==> src/rtl/unary_decoder_if.sv <==
// Handshake bundle between the unary stream producer, the decoder and the binary consumer.
interface unary_decoder_if #(
    parameter int CNT_W = 6
);
    logic             start;
    logic             in;
    logic             ready;
    logic [CNT_W-1:0] value;
    logic             valid;
    logic             overflow;
    logic             overrun;
    logic             busy;
    logic             err;

    modport master (
        output start, in, ready,
        input  value, valid, overflow, overrun, busy, err
    );

    modport slave (
        input  start, in, ready,
        output value, valid, overflow, overrun, busy, err
    );
endinterface

==> src/rtl/unary_decoder.sv <==
// Converts one temporal-unary frame (contiguous run of 1s) into a saturating binary count.
// Optional macro UNARY_DECODER_STRICT_EN enables the sticky err flag for stray unary pulses.
//
// state | meaning
// IDLE  | waiting for start
// COUNT | accumulating the run of 1s
// HOLD  | result presented with valid=1 until valid&&ready
module unary_decoder #(
    parameter int BIN_BITS = 4,
    localparam int CNT_W = BIN_BITS + 2
) (
    input  logic            clk,
    input  logic            reset,
    unary_decoder_if.slave  bus
);
    localparam logic [CNT_W-1:0] MAX_COUNT = CNT_W'(1) << (BIN_BITS + 1);

    typedef enum logic [1:0] {
        IDLE  = 2'd0,
        COUNT = 2'd1,
        HOLD  = 2'd2
    } state_t;

    state_t           state;
    logic [CNT_W-1:0] cnt;
    logic             ovf;
    logic [CNT_W-1:0] value_q;
    logic             valid_q;
    logic             overflow_q;
    logic             overrun_q;
    logic             busy_q;

    always_ff @(posedge clk) begin
        if (reset) begin
            state      <= IDLE;
            cnt        <= '0;
            ovf        <= 1'b0;
            value_q    <= '0;
            valid_q    <= 1'b0;
            overflow_q <= 1'b0;
            overrun_q  <= 1'b0;
            busy_q     <= 1'b0;
        end else begin
            case (state)
                IDLE: begin
                    if (bus.start) begin
                        busy_q <= 1'b1;
                        if (bus.in) begin
                            cnt   <= CNT_W'(1);
                            ovf   <= 1'b0;
                            state <= COUNT;
                        end else begin
                            value_q    <= '0;
                            overflow_q <= 1'b0;
                            valid_q    <= 1'b1;
                            state      <= HOLD;
                        end
                    end
                end
                COUNT: begin
                    if (bus.start)
                        overrun_q <= 1'b1;
                    if (bus.in) begin
                        // Saturate rather than wrap; ovf marks that ones were lost.
                        if (cnt == MAX_COUNT)
                            ovf <= 1'b1;
                        else
                            cnt <= cnt + 1'b1;
                    end else begin
                        value_q    <= cnt;
                        overflow_q <= ovf;
                        valid_q    <= 1'b1;
                        state      <= HOLD;
                    end
                end
                HOLD: begin
                    if (bus.ready) begin
                        if (bus.start) begin
                            // Back-to-back frame: accepted as from IDLE in the transfer cycle.
                            if (bus.in) begin
                                cnt     <= CNT_W'(1);
                                ovf     <= 1'b0;
                                valid_q <= 1'b0;
                                state   <= COUNT;
                            end else begin
                                value_q    <= '0;
                                overflow_q <= 1'b0;
                            end
                        end else begin
                            valid_q <= 1'b0;
                            busy_q  <= 1'b0;
                            state   <= IDLE;
                        end
                    end else if (bus.start) begin
                        overrun_q <= 1'b1;
                    end
                end
                default: begin
                    state   <= IDLE;
                    valid_q <= 1'b0;
                    busy_q  <= 1'b0;
                end
            endcase
        end
    end

`ifdef UNARY_DECODER_STRICT_EN
    logic err_q;

    always_ff @(posedge clk) begin
        if (reset)
            err_q <= 1'b0;
        else if (bus.in && ((state == IDLE && !bus.start) ||
                            (state == HOLD && !(bus.ready && bus.start))))
            err_q <= 1'b1;
    end

    assign bus.err = err_q;
`else
    assign bus.err = 1'b0;
`endif

    assign bus.value    = value_q;
    assign bus.valid    = valid_q;
    assign bus.overflow = overflow_q;
    assign bus.overrun  = overrun_q;
    assign bus.busy     = busy_q;
endmodule

==> src/flat_wrapper.sv <==
// flat-port wrapper written by rule: the top's interface ports become plain ports
module unary_decoder_flat 
#(
    parameter int BIN_BITS = 4,
    localparam int CNT_W = BIN_BITS + 2
)
  (clk, reset, bus_start, bus_in, bus_ready, bus_value, bus_valid, bus_overflow, bus_overrun, bus_busy, bus_err);
  unary_decoder_if #(.CNT_W((BIN_BITS + 2))) bus_i ();
  input  logic clk;
  input  logic reset;
  input wire logic [$bits(bus_i.start)-1:0] bus_start;
  input wire logic [$bits(bus_i.in)-1:0] bus_in;
  input wire logic [$bits(bus_i.ready)-1:0] bus_ready;
  output wire logic [$bits(bus_i.value)-1:0] bus_value;
  output wire logic [$bits(bus_i.valid)-1:0] bus_valid;
  output wire logic [$bits(bus_i.overflow)-1:0] bus_overflow;
  output wire logic [$bits(bus_i.overrun)-1:0] bus_overrun;
  output wire logic [$bits(bus_i.busy)-1:0] bus_busy;
  output wire logic [$bits(bus_i.err)-1:0] bus_err;
  assign bus_i.start = bus_start;
  assign bus_i.in = bus_in;
  assign bus_i.ready = bus_ready;
  assign bus_value = bus_i.value;
  assign bus_valid = bus_i.valid;
  assign bus_overflow = bus_i.overflow;
  assign bus_overrun = bus_i.overrun;
  assign bus_busy = bus_i.busy;
  assign bus_err = bus_i.err;
  unary_decoder #(.BIN_BITS(BIN_BITS)) u_core (.clk(clk), .reset(reset), .bus(bus_i));
endmodule
==> config.mk <==
export PLATFORM = sky130hd
export DESIGN_NAME = unary_decoder_flat
export DESIGN_NICKNAME = d
export VERILOG_FILES = /design/src/rtl/unary_decoder_if.sv /design/src/rtl/unary_decoder.sv /design/src/flat_wrapper.sv
export SDC_FILE = /design/constraint.sdc
export NUM_CORES = 1
export LEC_CHECK = 0
export CAP_MARGIN = 10
export CORE_ASPECT_RATIO = 0.8
export CORE_MARGIN = 1
export CORE_UTILIZATION = 50
export CTS_CLUSTER_DIAMETER = 30
export DETAILED_ROUTE_END_ITERATION = 8
export PLACE_DENSITY = 0.76
export SETUP_SLACK_MARGIN = 0.5
export SYNTH_ARGS = -nofsm -noshare
export SYNTH_HDL_FRONTEND = slang
export SYNTH_SLANG_ARGS = --single-unit
==> constraint.sdc <==
create_clock -name clk -period 2.1 [get_ports clk]
set_input_delay 0.42 -clock clk [delete_from_list [all_inputs] [get_ports clk]]
set_output_delay 0.42 -clock clk [all_outputs]
set_load 0.02 [all_outputs]
Word-level counts from Yosys, hierarchy flattened
Cells that the tools add are included.
- output and inout bits: 11
- input bits: 5
- word-level logic and storage cells: 74
- register bits after elaboration: 19
- equality and inequality tests: 12
- bitwise gates (word level): 1
- $add $sub $neg: 1
- reduce and logical (&&, ||, !) cells: 10
- multiplexer cells: 42
- operators with widths (kind ; number):
    2-to-1 mux 6 bit ; 9
    case mux 6 bit (3 select lines) ; 2
    2-to-1 mux 1 bit ; 19
    AND reduction 4 bit ; 4
    != test 2 bit, second input constant ; 7
    2-to-1 mux 2 bit ; 6
    case mux 1 bit (3 select lines) ; 4
    adder 6 x 1 -> 6 bit, second input constant ; 1
    equality test 6 bit, second input constant ; 1
    case mux 2 bit (3 select lines) ; 1
    AND reduction 3 bit ; 2
    != test 3 bit, second input constant ; 1
    nonzero test 3 bit ; 1
    equality test 2 x 1 -> 1 bit, second input constant ; 1
    equality test 2 bit, second input constant ; 1
    zero test 2 bit ; 1
    != test 2 x 1 -> 1 bit, second input constant ; 1
    case mux 1 bit (2 select lines) ; 1
    AND reduction 2 bit ; 1
    nonzero test 2 bit ; 1
    NOT 1 bit ; 1

Logic depth before layout (Yosys ltp)
Gate-level depths: netlist of the first run.
- depth after elaboration: 4
- mapped depth: 5
- gate-level depth less buffers: 5

Worst setup path after synthesis of the first run
No wires, ideal clock.
- path type: register to register
- start: register u_core.cnt[0]
- end: register u_core.cnt[5]
- setup slack: 0.491 ns
- period minus slack after synthesis: 1.609 ns
- setup time: 0.095 ns
- buffers on the path: 0
- required time: 2.005 ns
- arrival: 1.514 ns
- cell stages (with the launch flop): 6
- cell sequence: dfxtp_1 inv_1 ha_1 a311oi_4 or4b_1 o311ai_1
- cells in the longest elaborated chain, start to end: 4
- elaborated cells between the ends (all ways): 7
- those cells by class: add/sub (1); eq/ne (2); mux (3); reduce/logical (1)
- RTL lines (element ; line ; source):
    start, declared ; unary_decoder.sv:25 ; logic [CNT_W-1:0] cnt;
    start signal, assigned ; unary_decoder.sv:68 ; cnt <= cnt + 1'b1;
    adder 6 x 1 -> 6 bit ; unary_decoder.sv:68 ;
    2-to-1 mux 6 bit ; unary_decoder.sv:65 ; if (cnt == MAX_COUNT)
    2-to-1 mux 6 bit ; unary_decoder.sv:63 ; if (bus.in) begin
    case mux 6 bit (3 select lines) ; unary_decoder.sv:44 ; case (state)
Parallel ways exist; a longest one is shown, timed or not. The select of a mux whose other input is x is not followed.
A chain may end at the register's enable or synchronous reset.

Worst setup path in the final report of the first run
- start: register u_core.cnt[2]
- end: register u_core.cnt[5]
The elaborated chain is that of the path after synthesis.

==> impl_metrics.env, run 1 <==
export IMPL_outcome="finished clean"
export IMPL_die_height_um=40.3
export IMPL_max_freq_ghz=0.652
export IMPL_yosys_cell_types_count=34
export IMPL_grt_ovfl_total=0
export IMPL_drt_total_wl_um=1930
export IMPL_path_class="reg2reg"
export IMPL_synthesized_area_per_cell_um2=8.64
export IMPL_final_antenna_net_count=0
export IMPL_multiInputGateArea_um2=499
export IMPL_yosysSeqAreaShare_pct=41.5
export IMPL_initial_utilization_pct=54.7
export IMPL_leakage_nw=0.473
export IMPL_finalNonFillerCells=150
export IMPL_drt_initial_drc_count=17
export IMPL_report_final_setup_viol=0
export IMPL_grt_setup_unrepaired="no"
export IMPL_layout_nets=136
export IMPL_sw_frac_of_total_pct=28.0
export IMPL_wire_length_of_the_first_global_routing_pass_um=3240
export IMPL_cts_num_sinks=19
export IMPL_post_synth_inst_count=106
export IMPL_synthTopCellsByCount="sky130_fd_sc_hd__dfxtp_1, sky130_fd_sc_hd__a21oi_1, sky130_fd_sc_hd__nand2_1, sky130_fd_sc_hd__nand3_1, sky130_fd_sc_hd__inv_1"
export IMPL_ys_warnings_count=0
export IMPL_floorplan_io_pins=16
export IMPL_gpl_final_weighted_congestion=0.807
export IMPL_nFillCells=146
export IMPL_power_combinational_fraction_pct=15.2
export IMPL_vdd_drop_max_v=0.000473
export IMPL_flops_latches_synth=19
export IMPL_totalPowerFinal_w=0.000676
export IMPL_die_area_mm2=0.00201
export IMPL_ctsRootBufferMaster="sky130_fd_sc_hd__clkbuf_4"
export IMPL_clock_power_share_pct=28.2
export IMPL_ff_latch_area_um2=388
export IMPL_hold_class="reg2reg"
export IMPL_worst_clock_skew_ns=0.00403
export IMPL_tritoncts="done"
export IMPL_post_synth_main_area_contributors="sky130_fd_sc_hd__dfxtp_1, sky130_fd_sc_hd__a21oi_1, sky130_fd_sc_hd__nand3_1, sky130_fd_sc_hd__nand2_1, sky130_fd_sc_hd__a311oi_4"
export IMPL_clkSlewWorstSetupHoldPaths_ns=0.11
export IMPL_remaining_drc_errors=0
export IMPL_ctsHtreeMaxLevel=1
export IMPL_internal_power_consumption_w=0.000486
export IMPL_maxCapViolCount=0
export IMPL_period_utilization_post_route_pct=73.0
export IMPL_post_synth_arst_share_pct=0
export IMPL_timing_critical_path_required_ns=2.32
export IMPL_io_buffer_count=14
export IMPL_clockBufferDepth=2
export IMPL_p_seq_share_pct=56.6
export IMPL_final_period_minus_worst_setup_slack_ns=1.53
export IMPL_final_core_utilization_pct=69.5
export IMPL_synth_area_um2=916
export IMPL_detailroute_via_count=837
export IMPL_synthMostInstantiatedCell="sky130_fd_sc_hd__dfxtp_1"
export IMPL_drt_wirelength_per_cell_um=12.8
export IMPL_tritoncts_num_buffers=3
export IMPL_synth_top_area_share_pct=41.5
export IMPL_numPlacedInstances=143
export IMPL_first_global_vias=684
export IMPL_hold_viol=0
export IMPL_drt_pass1_iterations=4
export IMPL_fp_coreArea_mm2=0.00168
export IMPL_floorplan_die_width_um=49.9
export IMPL_insertedDiodeCount=0
export IMPL_p_per_area_mw_per_mm2=580
export IMPL_endpoint_kind="register"
export IMPL_dpl_hpwl_um=1340
export IMPL_setup_worst_path_start_class="register"
export IMPL_syn_nets=113
export IMPL_drive_gt1_share_pct=21.1
export IMPL_worst_ep_arrival_time_ns=1.76
export IMPL_detail_route_vias_per_cell=5.58
export IMPL_floorplan_rows=13
export IMPL_global_route_usage_total_pct=22.3
export IMPL_pin_count_of_the_biggest_net_entering_global_routing=22
export IMPL_synth_main_ff_cell="sky130_fd_sc_hd__dfxtp_1"
export IMPL_grt_antenna_before_repair=0
export IMPL_path_max_fanout=6
export IMPL_max_slew_violation_count=0
export IMPL_setup_total_negative_slack_ns=0
export IMPL_clock_latency_ns=0.31
export IMPL_switching_power_w=0.000190
export IMPL_synth_edf_count=0
export IMPL_layout_stage_area_growth_over_the_synthesis_result_pct=27.2
export IMPL_synth_area_leader_cell="sky130_fd_sc_hd__dfxtp_1"
[sequential cells by signal (all words and copies together) (netlist names)]
signal / count
u_core.state: 2
u_core.bus.overrun: 1
u_core.ovf: 1
u_core.bus.value: 6
u_core.bus.busy: 1
u_core.bus.overflow: 1
u_core.bus.valid: 1
u_core.cnt: 6
[power groups by stage]
| stage | combinational (W) | sequential [W] | clock [W] |
|---|---|---|---|
| finish | 0.000103 | 0.000383 | 0.000191 |
| floorplan | 0.0000591 | 0.000392 | 0 |
| global placement | 0.0000984 | 0.000390 | 0 |
| CTS | 0.0000968 | 0.000383 | 0.000193 |
| detailed placement | 0.0000995 | 0.000391 | 0 |
| global route | 0.000114 | 0.000385 | 0.000207 |
[kinds of logic after synthesis]
logic type	share of synthesized area [%]
other	0.409
flip-flops	41.5
AO/OA/AOI/OAI	25.8
adder cells (fa/ha/maj)	2.73
AND/OR/NAND/NOR	24.6
buffers and inverters	4.92
[layout make-up]
cell class,count,share of cell area [%]
sequential,19,33.3
multi-input combinational,76,42.9
clock buffer,3,1.93
clock inverter,1,0.430
inverter,7,2.26
tap,22,2.36
timing repair buffer,22,16.9
[critical path: stages, from the launching register on]
cell and delay, ns:
sky130_fd_sc_hd__dfxtp_1 0.45, sky130_fd_sc_hd__nor3_2 0.10, sky130_fd_sc_hd__a311oi_4 0.35, sky130_fd_sc_hd__or4b_1 0.47, sky130_fd_sc_hd__o311ai_1 0.08
[metal layers]
metal  wire length, µm  global-route usage (%)  vias up
met5                 0                       0        -
met2               844                    35.8       21
met3               104                    7.95        0
met4                 0                    2.14        0
met1               978                    29.9      385
li1                  -                       -      431
[through the flow]
stage / area [µm²] / hold WS [ns] / setup slack, ns
after CTS: 1120 / 0.456 / 0.509
after detailed placement: 1100 / 0.443 / 0.0823
after global routing: 1160 / 0.485 / 0.492
final: 1160 / 0.453 / 0.567
after floorplan: 916 / 0.448 / 0.538
after global placement: 1100 / 0.438 / 0.174
[placed cells by master (no fill, tap or decap), drive strengths merged, types with 2 or more instances in the layout]
cell / n
dlygate4sd2: 10
and3: 2
nand3b: 2
a311oi: 3
clkbuf: 3
buf: 8
nor2b: 2
dlymetal6s2s: 2
ha: 2
dfxtp: 19
nand2b: 5
a21oi: 13
a211oi: 5
nand2: 10
clkdlybuf4s50: 2
nor2: 7
nand3: 10
inv: 7
o21ai: 3
[final timing paths]
check,depth (start not counted),slack (ns),endpoint,startpoint
setup / recovery,4,0.57,u_core.cnt[5],u_core.cnt[2]
hold / removal,2,0.45,u_core.bus.value[3],u_core.bus.value[3]
setup reg to reg,4,0.57,u_core.cnt[5],u_core.cnt[2]
hold reg to reg,2,0.45,u_core.bus.value[3],u_core.bus.value[3]
[what timing repair did]
action	CTS	global route
gates cloned	0	0
setup buffers	0	3
gates resized for setup	13	10
endpoints found under the setup margin	14	10
pin swaps	0	2
hold buffers	0	0
hold endpoints to repair	0	0
No activity file was read; power rests on OpenSTA's default activity.
==> run 2, diff against run 1 <==
clock period = 1.43 ns   (was 2.1 ns; I/O delays follow)
==> run 2 against run 1 <==
  * Global-route usage grew 10 points
  * Setup slack worse by 0.68 ns
  * Sequential cell count is the same
  * Routed wire length grew 110%
  * Die area did not move
  * The run now ends with negative setup slack left
  * Clock skew rose by 0.0066 ns
  * Clock-buffer cell count grew 1
  * Non-clock buffer count up 18
  * Final cell count is 12% higher
  * Critical path depth grew 2
==> impl_metrics.env, run 2 (synthesized netlist as in run 1, its figures left out) <==
export IMPL_outcome="finished, violations left"
export IMPL_failed_checks="negative setup slack"
export IMPL_endpoint_kind="register"
export IMPL_cts_num_sinks=19
export IMPL_worst_clock_skew_ns=0.0106
export IMPL_tritoncts="done"
export IMPL_ctsHtreeMaxLevel=1
export IMPL_worst_path_dominant_cell_family="compound AO/OA/AOI/OAI gates"
export IMPL_setup_worst_path_start_class="register"
export IMPL_path_class="reg2reg"
export IMPL_internal_power_consumption_w=0.000790
export IMPL_sequence_of_cells_on_the_critical_path="inv_2, ha_4, a311oi_4, buf_4, a21oi_1, a311oi_1"
export IMPL_grt_setup_unrepaired="yes"
export IMPL_clock_latency_ns=0.31
export IMPL_layout_cell_area_non_filler_mm2=0.00158
export IMPL_ctsRootBufferMaster="sky130_fd_sc_hd__clkbuf_4"
export IMPL_drive_gt1_share_pct=63.0
export IMPL_hold_class="reg2reg"
export IMPL_worst_ep_arrival_time_ns=1.74
export IMPL_gpl_final_weighted_congestion=0.773
export IMPL_layout_stage_area_growth_over_the_synthesis_result_pct=72.3
export IMPL_die_height_um=40.3
export IMPL_pin_count_of_the_biggest_net_entering_global_routing=22
export IMPL_grt_antenna_before_repair=0
export IMPL_finalWorstSetupSlack_ns=-0.117
export IMPL_final_antenna_net_count=0
export IMPL_period_utilization_post_route_pct=108
export IMPL_switching_power_w=0.000357
export IMPL_critPathSlowestCell="sky130_fd_sc_hd__dfxtp_2"
export IMPL_insertedDiodeCount=0
export IMPL_tritoncts_num_buffers=3
export IMPL_max_freq_ghz=0.646
export IMPL_vdd_drop_max_v=0.000640
export IMPL_floorplan_die_width_um=49.9
export IMPL_hold_viol=0
export IMPL_drt_initial_drc_count=80
export IMPL_dpl_worst_slack_ns=-0.336
export IMPL_leakage_nw=0.572
export IMPL_path_max_fanout=6
export IMPL_die_area_mm2=0.00201
export IMPL_detail_route_vias_per_cell=6.70
export IMPL_maxCapViolCount=0
export IMPL_numPlacedInstances=151
export IMPL_p_seq_share_pct=48.7
export IMPL_report_final_setup_viol=4
export IMPL_initial_utilization_pct=54.7
export IMPL_floorplan_rows=13
export IMPL_detailroute_via_count=1126
export IMPL_drt_total_wl_um=3950
export IMPL_drt_wirelength_per_cell_um=23.5
export IMPL_clockBufferDepth=2
export IMPL_dpl_hpwl_um=1640
export IMPL_p_per_area_mw_per_mm2=727
export IMPL_remaining_drc_errors=0
export IMPL_timing_critical_path_required_ns=1.62
export IMPL_most_used_cells_in_the_layout_excluding_fill_and_tap_cells="sky130_fd_sc_hd__buf_4, sky130_fd_sc_hd__buf_6, sky130_fd_sc_hd__dfxtp_2"
export IMPL_grt_ovfl_total=0
export IMPL_fp_coreArea_mm2=0.00168
export IMPL_finalNonFillerCells=168
export IMPL_dpl_cell_area_mm2=0.00121
export IMPL_floorplan_io_pins=16
export IMPL_layout_nets=154
export IMPL_hold_buffers=0
export IMPL_global_route_usage_total_pct=32.6
export IMPL_timing_critical_path_buf_inv=2
export IMPL_critical_path_max_stage_delay_ns=0.38
export IMPL_setup_total_negative_slack_ns=-0.284
export IMPL_final_period_minus_worst_setup_slack_ns=1.55
export IMPL_sw_frac_of_total_pct=31.1
export IMPL_clkSlewWorstSetupHoldPaths_ns=0.10
export IMPL_wire_length_of_the_first_global_routing_pass_um=4480
export IMPL_drt_pass1_iterations=6
export IMPL_first_global_vias=908
export IMPL_clock_power_share_pct=24.5
export IMPL_power_combinational_fraction_pct=26.9
export IMPL_max_slew_violation_count=0
export IMPL_final_common_cell="sky130_fd_sc_hd__buf_4"
export IMPL_io_buffer_count=14
-- run 2: per-layer routing --
layer,share of wire [%],vias up,track usage [%],wire (µm)
met5,0,-,0,0
met4,5.7,0,20.7,225
met3,10,37,7.95,412
met2,46,104,52.0,1810
met1,38,523,40.9,1500
li1,-,462,-,-
-- run 2: area by class of cell --
cell class / count / area (µm²)
Clock buffer: 4 / 26.3
Fill cell: 53 / 97.6
Inverter: 7 / 30.0
Multi-Input combinational cell: 76 / 696
Sequential cell: 19 / 410
Tap cell: 22 / 27.5
Timing Repair Buffer: 40 / 388
-- run 2: through the flow --
stage	utilization, %	power (W)	hold slack [ns]
global route	94.2	0.00119	0.513
floorplan	-	0.000685	0.420
CTS	86.6	0.00107	0.466
finish	94.2	0.00115	0.488
detailed placement	72.5	0.000755	0.443
global placement	72.5	0.000749	0.443
-- run 2: worst paths after layout --
path | startpoint | endpoint | slack [ns] | cells after the start
setup / recovery | u_core.cnt[1] | u_core.cnt[3] | -0.12 | 6
hold / removal | u_core.bus.overrun | u_core.bus.overrun | 0.49 | 2
setup reg to reg | u_core.cnt[1] | u_core.cnt[3] | -0.12 | 6
hold reg to reg | u_core.bus.overrun | u_core.bus.overrun | 0.49 | 2
-- run 2: worst min-delay path, cell delays in order, from the launching register on --
cell	delay, ns
sky130_fd_sc_hd__dfxtp_2	0.35
sky130_fd_sc_hd__a21oi_1	0.04
sky130_fd_sc_hd__nor2_1	0.07
-- run 2: timing repair --
action                     CTS  global route
setup endpoints to repair   29            29
pin swaps                   14             6
resized for setup           98            24
setup buffers                9             4
-- run 2: power by group through the flow --
| stage | clock, W | sequential [W] | combinational [W] |
|---|---|---|---|
| after floorplan | 0 | 0.000579 | 0.000106 |
| after global placement | 0 | 0.000568 | 0.000181 |
| after detailed placement | 0 | 0.000568 | 0.000187 |
| after CTS | 0.000276 | 0.000559 | 0.000236 |
| after global routing | 0.000311 | 0.000559 | 0.000317 |
| final | 0.000281 | 0.000559 | 0.000308 |
==> run 3, diff against run 2 <==
HOLD_SLACK_MARGIN = 0.12   (was not set)
==> results of run 3 <==
No change in the layout: final DEF, timing and power equal those of run 2.
